<file path="src/rtl/mips_store_unit.sv">
// Store-side memory unit: turns SB/SH/SW/SWL/SWR into one Avalon-MM write with byte enables and a waitrequest timeout.
// Optional MIPS_STORE_MISALIGN_TRAP_EN rejects misaligned SH/SW instead of silently aligning them.
module mips_store_unit #(
    parameter int TIMEOUT_CYCLES = 255,
    parameter int CNT_W          = 8
) (
    input  logic        clk,
    input  logic        rst_n,
    input  logic        req_valid,
    output logic        req_ready,
    input  logic [2:0]  store_op,
    input  logic [31:0] base,
    input  logic [31:0] offset,
    input  logic [31:0] store_data,
    output logic        done,
    output logic        error,
    output logic [31:0] avm_address,
    output logic        avm_write,
    output logic [31:0] avm_writedata,
    output logic [3:0]  avm_byteenable,
    input  logic        avm_waitrequest,
    output logic [1:0]  dbg_state
);

    // Handshake: a request is taken on a rising edge where req_valid and req_ready are both high;
    // the write completes on a rising edge where avm_write is high and avm_waitrequest is low.
    typedef enum logic [1:0] {
        IDLE  = 2'd0,
        WRITE = 2'd1,
        RESP  = 2'd2
    } state_t;

    localparam bit             TO_EN   = (TIMEOUT_CYCLES != 0);
    localparam logic [CNT_W-1:0] TO_LAST = CNT_W'((TIMEOUT_CYCLES == 0) ? 0 : TIMEOUT_CYCLES - 1);

    state_t           r_state;
    state_t           w_next;
    logic [31:0]      r_addr;
    logic [3:0]       r_be;
    logic [31:0]      r_wd;
    logic             r_err;
    logic [CNT_W-1:0] r_cnt;

    logic [31:0]      w_ea;
    logic [3:0]       w_be;
    logic [31:0]      w_wd;
    logic             w_bad;
    logic             w_timeout;

    assign w_ea = base + offset;

    always_comb begin
        w_be  = 4'b0000;
        w_wd  = 32'h0;
        w_bad = 1'b0;
        case (store_op)
            3'd0: begin
                w_be = 4'b0001 << w_ea[1:0];
                w_wd = {4{store_data[7:0]}};
            end
            3'd1: begin
                w_be = w_ea[1] ? 4'b1100 : 4'b0011;
                w_wd = {2{store_data[15:0]}};
            end
            3'd2: begin
                w_be = 4'b1111;
                w_wd = store_data;
            end
            // 3-k equals ~k for a two-bit lane index
            3'd3: begin
                w_be = 4'b1111 >> ~w_ea[1:0];
                w_wd = store_data >> {~w_ea[1:0], 3'b000};
            end
            3'd4: begin
                w_be = 4'b1111 << w_ea[1:0];
                w_wd = store_data << {w_ea[1:0], 3'b000};
            end
            default: w_bad = 1'b1;
        endcase
`ifdef MIPS_STORE_MISALIGN_TRAP_EN
        if ((store_op == 3'd1 && w_ea[0]) || (store_op == 3'd2 && w_ea[1:0] != 2'b00)) begin
            w_bad = 1'b1;
        end
`endif
    end

    assign w_timeout = TO_EN && avm_waitrequest && (r_cnt == TO_LAST);

    always_ff @(posedge clk or negedge rst_n) begin
        if (!rst_n) begin
            r_state <= IDLE;
        end else begin
            r_state <= w_next;
        end
    end

    always_comb begin
        w_next    = r_state;
        req_ready = 1'b0;
        avm_write = 1'b0;
        done      = 1'b0;
        error     = 1'b0;
        case (r_state)
            IDLE: begin
                req_ready = 1'b1;
                if (req_valid) begin
                    w_next = w_bad ? RESP : WRITE;
                end
            end
            WRITE: begin
                avm_write = 1'b1;
                if (!avm_waitrequest || w_timeout) begin
                    w_next = RESP;
                end
            end
            RESP: begin
                done   = 1'b1;
                error  = r_err;
                w_next = IDLE;
            end
            default: w_next = IDLE;
        endcase
    end

    always_ff @(posedge clk or negedge rst_n) begin
        if (!rst_n) begin
            r_addr <= 32'h0;
            r_be   <= 4'b0000;
            r_wd   <= 32'h0;
            r_err  <= 1'b0;
            r_cnt  <= '0;
        end else begin
            case (r_state)
                IDLE: begin
                    if (req_valid) begin
                        r_addr <= {w_ea[31:2], 2'b00};
                        r_be   <= w_be;
                        r_wd   <= w_wd;
                        r_err  <= w_bad;
                    end
                end
                WRITE: begin
                    if (avm_waitrequest) begin
                        r_cnt <= r_cnt + CNT_W'(1);
                        if (w_timeout) begin
                            r_err <= 1'b1;
                        end
                    end
                end
                RESP: r_cnt <= '0;
                default: ;
            endcase
        end
    end

    assign avm_address    = r_addr;
    assign avm_writedata  = r_wd;
    assign avm_byteenable = r_be;
    assign dbg_state      = r_state;

endmodule

</file>
<file path="config.mk">
export PLATFORM = sky130hd
export DESIGN_NAME = mips_store_unit
export DESIGN_NICKNAME = d
export VERILOG_FILES = /design/src/rtl/mips_store_unit.sv
export SDC_FILE = /design/constraint.sdc
export NUM_CORES = 1
export LEC_CHECK = 0
export CORE_MARGIN = 1.5
export CORE_UTILIZATION = 25
export DETAILED_ROUTE_END_ITERATION = 6
export GPL_ROUTABILITY_DRIVEN = 1
export MAX_ROUTING_LAYER = met4
export PLACE_DENSITY_LB_ADDON = 0.2
export SYNTH_ARGS = -nofsm -noshare
export SYNTH_HDL_FRONTEND = slang
export SYNTH_SLANG_ARGS = --single-unit
</file>
<file path="constraint.sdc">
create_clock -name clk -period 1.5 [get_ports clk]
set_input_delay 0.225 -clock clk [delete_from_list [all_inputs] [get_ports clk]]
set_output_delay 0.225 -clock clk [all_outputs]
set_load 0.1 [all_outputs]
</file>
# Word-level counts from Yosys, hierarchy flattened
# Cells that the tools add are included.
# word_totals
regBits	77
# classes
bitwise	1
n_eq_ne	11
shift	5
add_sub_neg	2
n_mux	18
reduce_logical	12
# op_table
op	n
32-bit case mux with 5 select lines	1
32-bit adder	1
32-bit by 5-bit left shift with 32-bit output	1
32-bit by 5-bit >> shifter with 32-bit output	1
4-bit case mux with 5 select lines	1
8-bit case mux with 2 select lines	1
8-bit by 1-bit adder with 8-bit output, second input constant	1
8-bit == test, second input constant	1
1-bit two-way mux	8
8-bit two-way mux	1
2-bit != test, second input constant	4
3-bit by 2-bit == test with 1-bit output, second input constant	2
2-bit two-way mux	3
2-bit AND reduction	3
5-bit OR reduction	1
4-bit two-way mux	1
2-bit case mux with 2 select lines	1
4-bit AND reduction	1
2-bit nonzero test	2
1-bit by 2-bit left shift with 4-bit output, first input constant	1
4-bit by 2-bit left shift with 4-bit output, first input constant	1
4-bit by 2-bit >> shifter with 4-bit output, first input constant	1
3-bit by 1-bit == test with 1-bit output, second input constant	1
3-bit == test, second input constant	1
9 further kinds	9

# Logic depth before layout (Yosys ltp)
# Gate-level depths: netlist (run 1).
# logic_depth
depth_word	5
ltp_mapped	12

# Worst setup path before layout (run 1)
# Ideal clock, no wire load.
# synth_path
path_kind	flip-flop to flip-flop
start	reg r_state[1], in the netlist dbg_state[1]
end	reg r_addr[15], in the netlist avm_address[15]
path_slack_ns	-1.890
path_buffers	3
setup_ns	0.135
path_stages_with_launch	8
t_arrival_ns	3.256
required_time_ns	1.365
path_cell_list	dfrtp_1 nor2_1 nand2_1 clkbuf_1 clkbuf_1 buf_1 nand2_1 o21ai_0
# synth_via
elab_chain_len	2
# synth_lines
element	line	source
from (decl)	36	state_t r_state;
from (signal assigned)	93	r_state <= w_next;
2-bit zero test	133	case (r_state)
2-bit AND reduction (no line)	-	
to (signal assigned)	136	r_addr <= {w_ea[31:2], 2'b00};
to (decl)	38	logic [31:0] r_addr;
# No other way between the ends.
# A chain may end at the register's enable or synchronous reset.

# Worst setup path after layout (run 1)
# layout_path
start	in offset[0]
end	reg r_wd[27], in the netlist avm_writedata[27]
# layout_via
elab_chain_len	4
# layout_lines
element	line	source
from (decl)	13	input logic [31:0] offset,
32-bit adder (*)	50	assign w_ea = base + offset;
2-bit NOT	72	w_wd = store_data >> {~w_ea[1:0], 3'b000};
32-bit by 5-bit >> shifter with 32-bit output	72	
32-bit case mux with 5 select lines (*)	56	case (store_op)
to (signal assigned)	138	r_wd <= w_wd;
to (decl)	40	logic [31:0] r_wd;
# Every way passes the cells marked *; elsewhere a longest branch is shown, timed or not.

==> flow_metrics.py, run 1 <==
metrics = {
    "critical_path": {
        "criticalPathCategory": "input port to flop",
        "cp_common_cell": "buf_12",
        "path_buf_inv": 5,
        "max_stage_delay_ps": 580,
        "worstSetupEndpointType": "flop",
        "required_ps": 1740,
        "cp_max_fo": 5,
        "ff2ff_setup_slack_ps": -110,
        "critical_path.top_delay_family": "adder cells",
        "reg2reg_depth": 8,
        "timing.rr.start": "dbg_state[1]$_DFFE_PN0P_",
        "slowest_stage": "fa_2",
        "worstPathArrival_ps": 2340,
        "r2r_end": "avm_address[10]$_DFFE_PN0P_",
        "cp-start-kind": "input port",
        "crit_chain": "buf_6 > ha_4 > inv_2 > fa_2 > buf_12 > buf_12 > mux2_4 > nor2_4 > a21oi_4 > a222oi_1 > buf_4 > o21ai_2",
    },
    "clock_tree": {
        "cts_sinks": 77,
        "numCtsBuffers": 9,
        "clock_path_buffers": 2,
        "cts_tree": "yes",
        "clkSlewWorstSetupHoldPaths_ps": 60,
        "clock_latency_ps": 350,
        "root_buffer": "clkbuf_16",
        "h-tree-depth": 3,
    },
    "drt": {
        "drtAntennaViolNets": 0,
        "dr_total_vias": 6723,
        "wire_per_inst_um": 16.85,
        "drtPass1Iterations": 4,
        "drt_iter0_markers": 303,
        "drc": 0,
        "viasPerCell": 4.851,
        "wl_um": 23360,
    },
    "synthesis": {
        "syn_area_per_cell_um2": 8.174,
        "synth_ff_type": "dfrtp_1",
        "synthDistinctLibCells": 62,
        "syn_area_mm2": 0.005796,
        "ys_seq_elements": 77,
        "syn_inst": 709,
        "synth-seq-area-share_pct": 33.25,
        "ys_async_sr_fraction_pct": 100.0,
        "synth_warnings": 0,
        "synth_edf_count": 0,
    },
    "sta": {
        "setup_slack_ps": -596.9,
        "fmax_mhz": 476.9,
        "setup_viol": 68,
        "fin_hold_ws_ps": 358.3,
        "report.final.slew_viol_count": 0,
        "rsz0062_at_grt": "yes",
        "finalCriticalPeriod_ps": 2097,
        "finalHoldViolations": 0,
        "timing.final.crit_share_pct": 139.8,
        "fin_worst_skew_ps": 9.016,
    },
    "outcome": {
        "failed_checks": "setup timing",
        "status": "complete, but fails checks",
    },
    "floorplanning": {
        "start_util_pct": 25.52,
        "core_area_mm2": 0.02271,
        "rows": 55,
        "die_x_um": 155.3,
        "dieArea_mm2": 0.02410,
        "die_y_um": 155.3,
        "ioPinCount": 177,
    },
    "placement": {
        "place_ws_ps": -1419,
        "place_congestion": 0.8552,
        "dpl.hpwl_um": 16900,
        "numPortBuffers": 174,
    },
    "final_layout": {
        "areaGrowthSynthToFinish_pct": 111.6,
        "fin_util_pct": 54.01,
        "mostFrequentLayoutCells": "buf_4, buf_12, nand2_1, dfrtp_1, clkdlybuf4s50_1",
        "drive_gt1_share_pct": 50.82,
        "nets": 1232,
        "layout_commonest_cell": "buf_4",
    },
    "pwr": {
        "power.density_mw_per_mm2": 1869,
        "power.internal_uw": 11110,
        "pwr-share-clk_pct": 11.8,
        "switchingPower_uw": 11820,
        "pwr-share-seq_pct": 17.6,
        "power.static_leakage_uw": 0.005356,
        "p_comb_share_pct": 70.5,
        "switching_share_pct": 51.53,
        "ir_drop_uv": 1358,
    },
    "hold_path": {
        "hold_path_depth": 5,
        "hold_class": "input port to flop",
        "hold_end": "avm_address[3]$_DFFE_PN0P_",
        "holdCritStartpoint": "offset[2]",
    },
    "global_routing": {
        "grt_pass1_vias": 6732,
        "grt_max_degree": 78,
        "gr-total-overflow": 0,
        "antenna_found_initial": 2,
        "grt_util_all_layers_pct": 19.65,
        "grt_pass1_wl_um": 35870,
    },
    "run": {
        "maxCapViolCount": 0,
    },
}
## worst reg2reg max path: cells and delay by family (launching register included)
kind	cells	cell delay, ps
multiplexers	1	160
buffers and inverters	3	380
AO/OA/AOI/OAI	1	120
flip-flops	1	420
AND/OR/NAND/NOR	3	400
## final cells by class
class,instances,area (um2)
clock inverter,3,90.09
tap,285,356.6
clock buffer,13,270.3
sequential,77,1934
inverter,12,48.80
antenna,1,2.502
fill,2056,10440
timing repair buffer,419,4632
multi-input combinational,576,4931
## flip-flops by register name (all words and copies together), names as in the netlist
signal	cells
avm_address	30
avm_byteenable	4
avm_writedata	32
dbg_state	2
r_cnt	8
r_err	1
## layer usage
metal / GRT usage (%) / vias up / part of all wire, %
met5: - / - / 0
met4: 6.893 / 0 / 2.7
met3: 2.396 / 39 / 3.5
met2: 33.29 / 165 / 51
met1: 24.17 / 3167 / 43
li1: - / 3352 / -
## repair_timing
item	4_1_cts	5_1_grt
resized for setup	315	100
setup endpoints to repair	68	76
cloned	1	3
endpoints found under the hold margin	77	0
buffers inserted	43	22
pin swaps	134	106
hold buffers	1	0
## worst max path at each step
| stage | from | endpoint | cells after the start |
|---|---|---|---|
| finish | offset[0] | avm_writedata[27]$_DFFE_PN0P_ | 12 |
| global route | offset[0] | avm_writedata[27]$_DFFE_PN0P_ | 12 |
| CTS | base[0] | avm_address[28]$_DFFE_PN0P_ | 12 |
| detailed placement | offset[0] | avm_address[28]$_DFFE_PN0P_ | 12 |
| global placement | offset[0] | avm_address[24]$_DFFE_PN0P_ | 12 |
| floorplan | offset[0] | avm_address[28]$_DFFE_PN0P_ | 11 |
## synthesized netlist by cell type (all sizes together) (5+ instances only)
master	instances	area, um2
a21o	12	91.34
a21oi	66	330.3
a221oi	17	148.9
a22oi	8	60.06
a31oi	8	50.05
and2	9	56.30
and3	7	47.54
buf	7	37.53
clkbuf	37	162.7
dfrtp	77	1927
ha	33	412.9
inv	12	45.04
mux2	10	112.6
mux2i	24	240.2
nand2	95	356.6
nand2b	7	43.79
nand3	8	40.04
nand4	10	62.56
nor2	67	251.5
nor2b	15	93.84
o211ai	5	42.54
o21a	7	52.55
o21ai	83	415.4
o22ai	8	50.05
xnor2	14	122.6
xor2	17	148.9
## power by group through the flow
| stage | registers, uW | clock network [uW] | logic, uW |
|---|---|---|---|
| floorplan | 9760 | 0 | 2810 |
| global placement | 4080 | 0 | 14700 |
| detailed placement | 4100 | 0 | 14800 |
| CTS | 4060 | 2770 | 15700 |
| global route | 4180 | 2840 | 16800 |
| finish | 4050 | 2710 | 16200 |
## stage by stage
step	instance area, um2	instances	TNS (ps)	power [uW]
floorplan	6284	710	-38760	12570
global placement	10240	1308	-73090	18790
finish	12270	1386	-25940	22930
global route	12270	1386	-31520	23830
detailed placement	10240	1308	-74430	18860
CTS	11680	1368	-25810	22540
## logic make-up after synthesis
logic type      synth area share (%)
compound gates                 26.17
simple gates                   17.85
flops                          33.25
buf+inv                        4.426
fa+ha+maj                      7.470
mux                            6.088
xor+xnor                       4.685
other cells                  0.06470
Power figures use the tool's default switching activity.
==> run 2, diff against run 1 <==
- CORE_UTILIZATION: 25 -> 35
==> run 2 against run 1 <==
The flow still finishes with violations (setup timing). Critical path depth fell by 1. Clock skew shrank 0.54 ps. Final area shrank 0.47%. Wire length increased by 7.5%. Largest cell class unchanged. Hold slack worse by 120 ps. Sequential power barely moved. First-iteration DRC count up 76%. Total power down 1.4%. Fmax is 2.7% lower. Flip-flop and latch count did not move. Non-clock buffer count rose by 14.
==> flow_metrics.py, run 2 (synthesis gave the netlist of run 1 again) <==
metrics = {
    "sta": {
        "rsz0062_at_grt": "yes",
        "finalHoldViolations": 0,
        "timing.final.crit_share_pct": 143.7,
        "setup_viol": 67,
        "finalCriticalPeriod_ps": 2155,
        "setup_slack_ps": -655.3,
        "max-slew-margin-rel_pct": 61.29,
        "fin_worst_skew_ps": 8.479,
        "report.final.slew_viol_count": 0,
        "worst_pin_slew_ps": 578.1,
        "fmax_mhz": 464.0,
    },
    "pwr": {
        "ir_drop_uv": 1484,
        "power.static_leakage_uw": 0.005385,
        "power.density_mw_per_mm2": 1852,
        "p_total_uw": 22610,
    },
    "placement": {
        "post_dp_cell_area_mm2": 0.01022,
        "place_inst": 1245,
        "dpl.hpwl_um": 16190,
        "numPortBuffers": 174,
        "place_congestion": 0.8911,
    },
    "final_layout": {
        "largest_register_ffs": 32,
        "nets": 1247,
        "register_area_mm2": 0.001934,
        "diodes": 0,
        "mostFrequentLayoutCells": "buf_4, buf_12, dfrtp_1, nand2_1, clkdlybuf4s50_1",
        "multi_input_area_mm2": 0.004897,
        "layout_commonest_cell": "buf_4",
        "stdcell_count": 1331,
        "n_fill_cell": 1034,
        "areaGrowthSynthToFinish_pct": 110.6,
        "finish.instance_area_mm2": 0.01221,
        "fin_util_pct": 76.02,
        "drive_gt1_share_pct": 51.21,
    },
    "floorplanning": {
        "die_y_um": 131.7,
        "core_area_mm2": 0.01606,
        "dieArea_mm2": 0.01734,
        "start_util_pct": 36.09,
        "rows": 46,
        "die_x_um": 131.7,
        "ioPinCount": 177,
    },
    "clock_tree": {
        "root_buffer": "clkbuf_16",
        "cts_tree": "yes",
        "cts_sinks": 77,
        "numCtsBuffers": 9,
        "clkSlewWorstSetupHoldPaths_ps": 60,
        "h-tree-depth": 3,
        "clock_latency_ps": 350,
        "clock_path_buffers": 2,
    },
    "global_routing": {
        "grt_util_all_layers_pct": 27.60,
        "grt_pass1_wl_um": 37180,
        "grt_max_degree": 35,
        "grt_pass1_vias": 7239,
        "antenna_found_initial": 0,
        "gr-total-overflow": 0,
    },
    "critical_path": {
        "cp-start-kind": "input port",
        "cp_max_fo": 5,
        "criticalPathCategory": "input port to flop",
        "worstPathArrival_ps": 2390,
        "worstSetupEndpointType": "flop",
        "required_ps": 1730,
    },
    "outcome": {
        "failed_checks": "setup timing",
        "status": "complete, but fails checks",
    },
    "hold_path": {
        "hold_class": "input port to async pin",
    },
    "drt": {
        "dr_total_vias": 7284,
        "drtAntennaViolNets": 0,
        "drc": 0,
        "drtPass1Iterations": 5,
        "wire_per_inst_um": 18.87,
        "viasPerCell": 5.473,
        "wl_um": 25110,
        "drt_iter0_markers": 534,
    },
    "run": {
        "maxCapViolCount": 0,
    },
}
-- run 2: cell types whose count changed in the layout (fill, tap and decap cells not counted), sizes merged, moves of 2 or more --
cell           before  now
bufinv              3    1
buf               336  353
dlymetal6s2s        4    2
clkdlybuf4s15       2    4
clkbuf             16   12
clkinv              0    2
-- run 2: through the flow --
stage          hold slack, ps  worst slack (ps)  TNS [ps]
3_5_place_dp            63.59             -1423    -74160
5_1_grt                 237.7            -703.9    -33980
2_1_floorplan          -70.59            -707.8    -38760
3_3_place_gp            65.56             -1401    -71340
4_1_cts                 237.8            -662.4    -24740
6_report                240.9            -655.3    -29710
-- run 2: worst max-delay path, cell delays in order --
cell	delay (ps)
buf_8	70
ha_4	140
inv_4	40
fa_2	600
buf_12	160
mux2_4	330
nor2_4	80
a21oi_2	40
a222oi_1	450
buf_4	200
o21ai_2	40
-- run 2: metal layers --
metal	share of wire [%]	GRT usage (%)
met1	40	32.05
met2	48	45.06
met3	7.3	6.983
met4	4.8	12.35
met5	0	-
-- run 2: timing repair --
action	CTS	global route
endpoints found under the hold margin	59	0
gates resized for setup	300	108
hold buffers	1	0
pin swaps	118	92
setup buffers	42	38
setup endpoints to repair	68	73
gates cloned	2	1
-- run 2: power by group --
part	total, uW	internal [uW]	switching (uW)
clock network	2280	1380	905
registers	4080	2980	1100
logic	16200	6320	9930
-- run 2: area by class of cell --
cell class / count / area share, %
multi-input combinational: 577 / 40.11
timing repair buffer: 433 / 38.89
sequential: 77 / 15.85
clock inverter: 4 / 0.3895
tap: 216 / 2.214
inverter: 12 / 0.4407
clock buffer: 12 / 2.101
-- run 2: path summary, 6_finish.rpt --
check,to,depth (start not counted),start,slack (ps)
max in group asynchronous,avm_address[28]$_DFFE_PN0P_,3,rst_n,740
setup reg to reg,avm_address[26]$_DFFE_PN0P_,5,dbg_state[1]$_DFFE_PN0P_,-150
hold / removal,avm_writedata[20]$_DFFE_PN0P_,2,rst_n,240
hold reg to reg,r_cnt[6]$_DFFE_PN0P_,1,r_cnt[6]$_DFFE_PN0P_,480
setup / recovery,avm_writedata[27]$_DFFE_PN0P_,11,offset[0],-660
min in group clk,avm_address[10]$_DFFE_PN0P_,4,offset[9],350
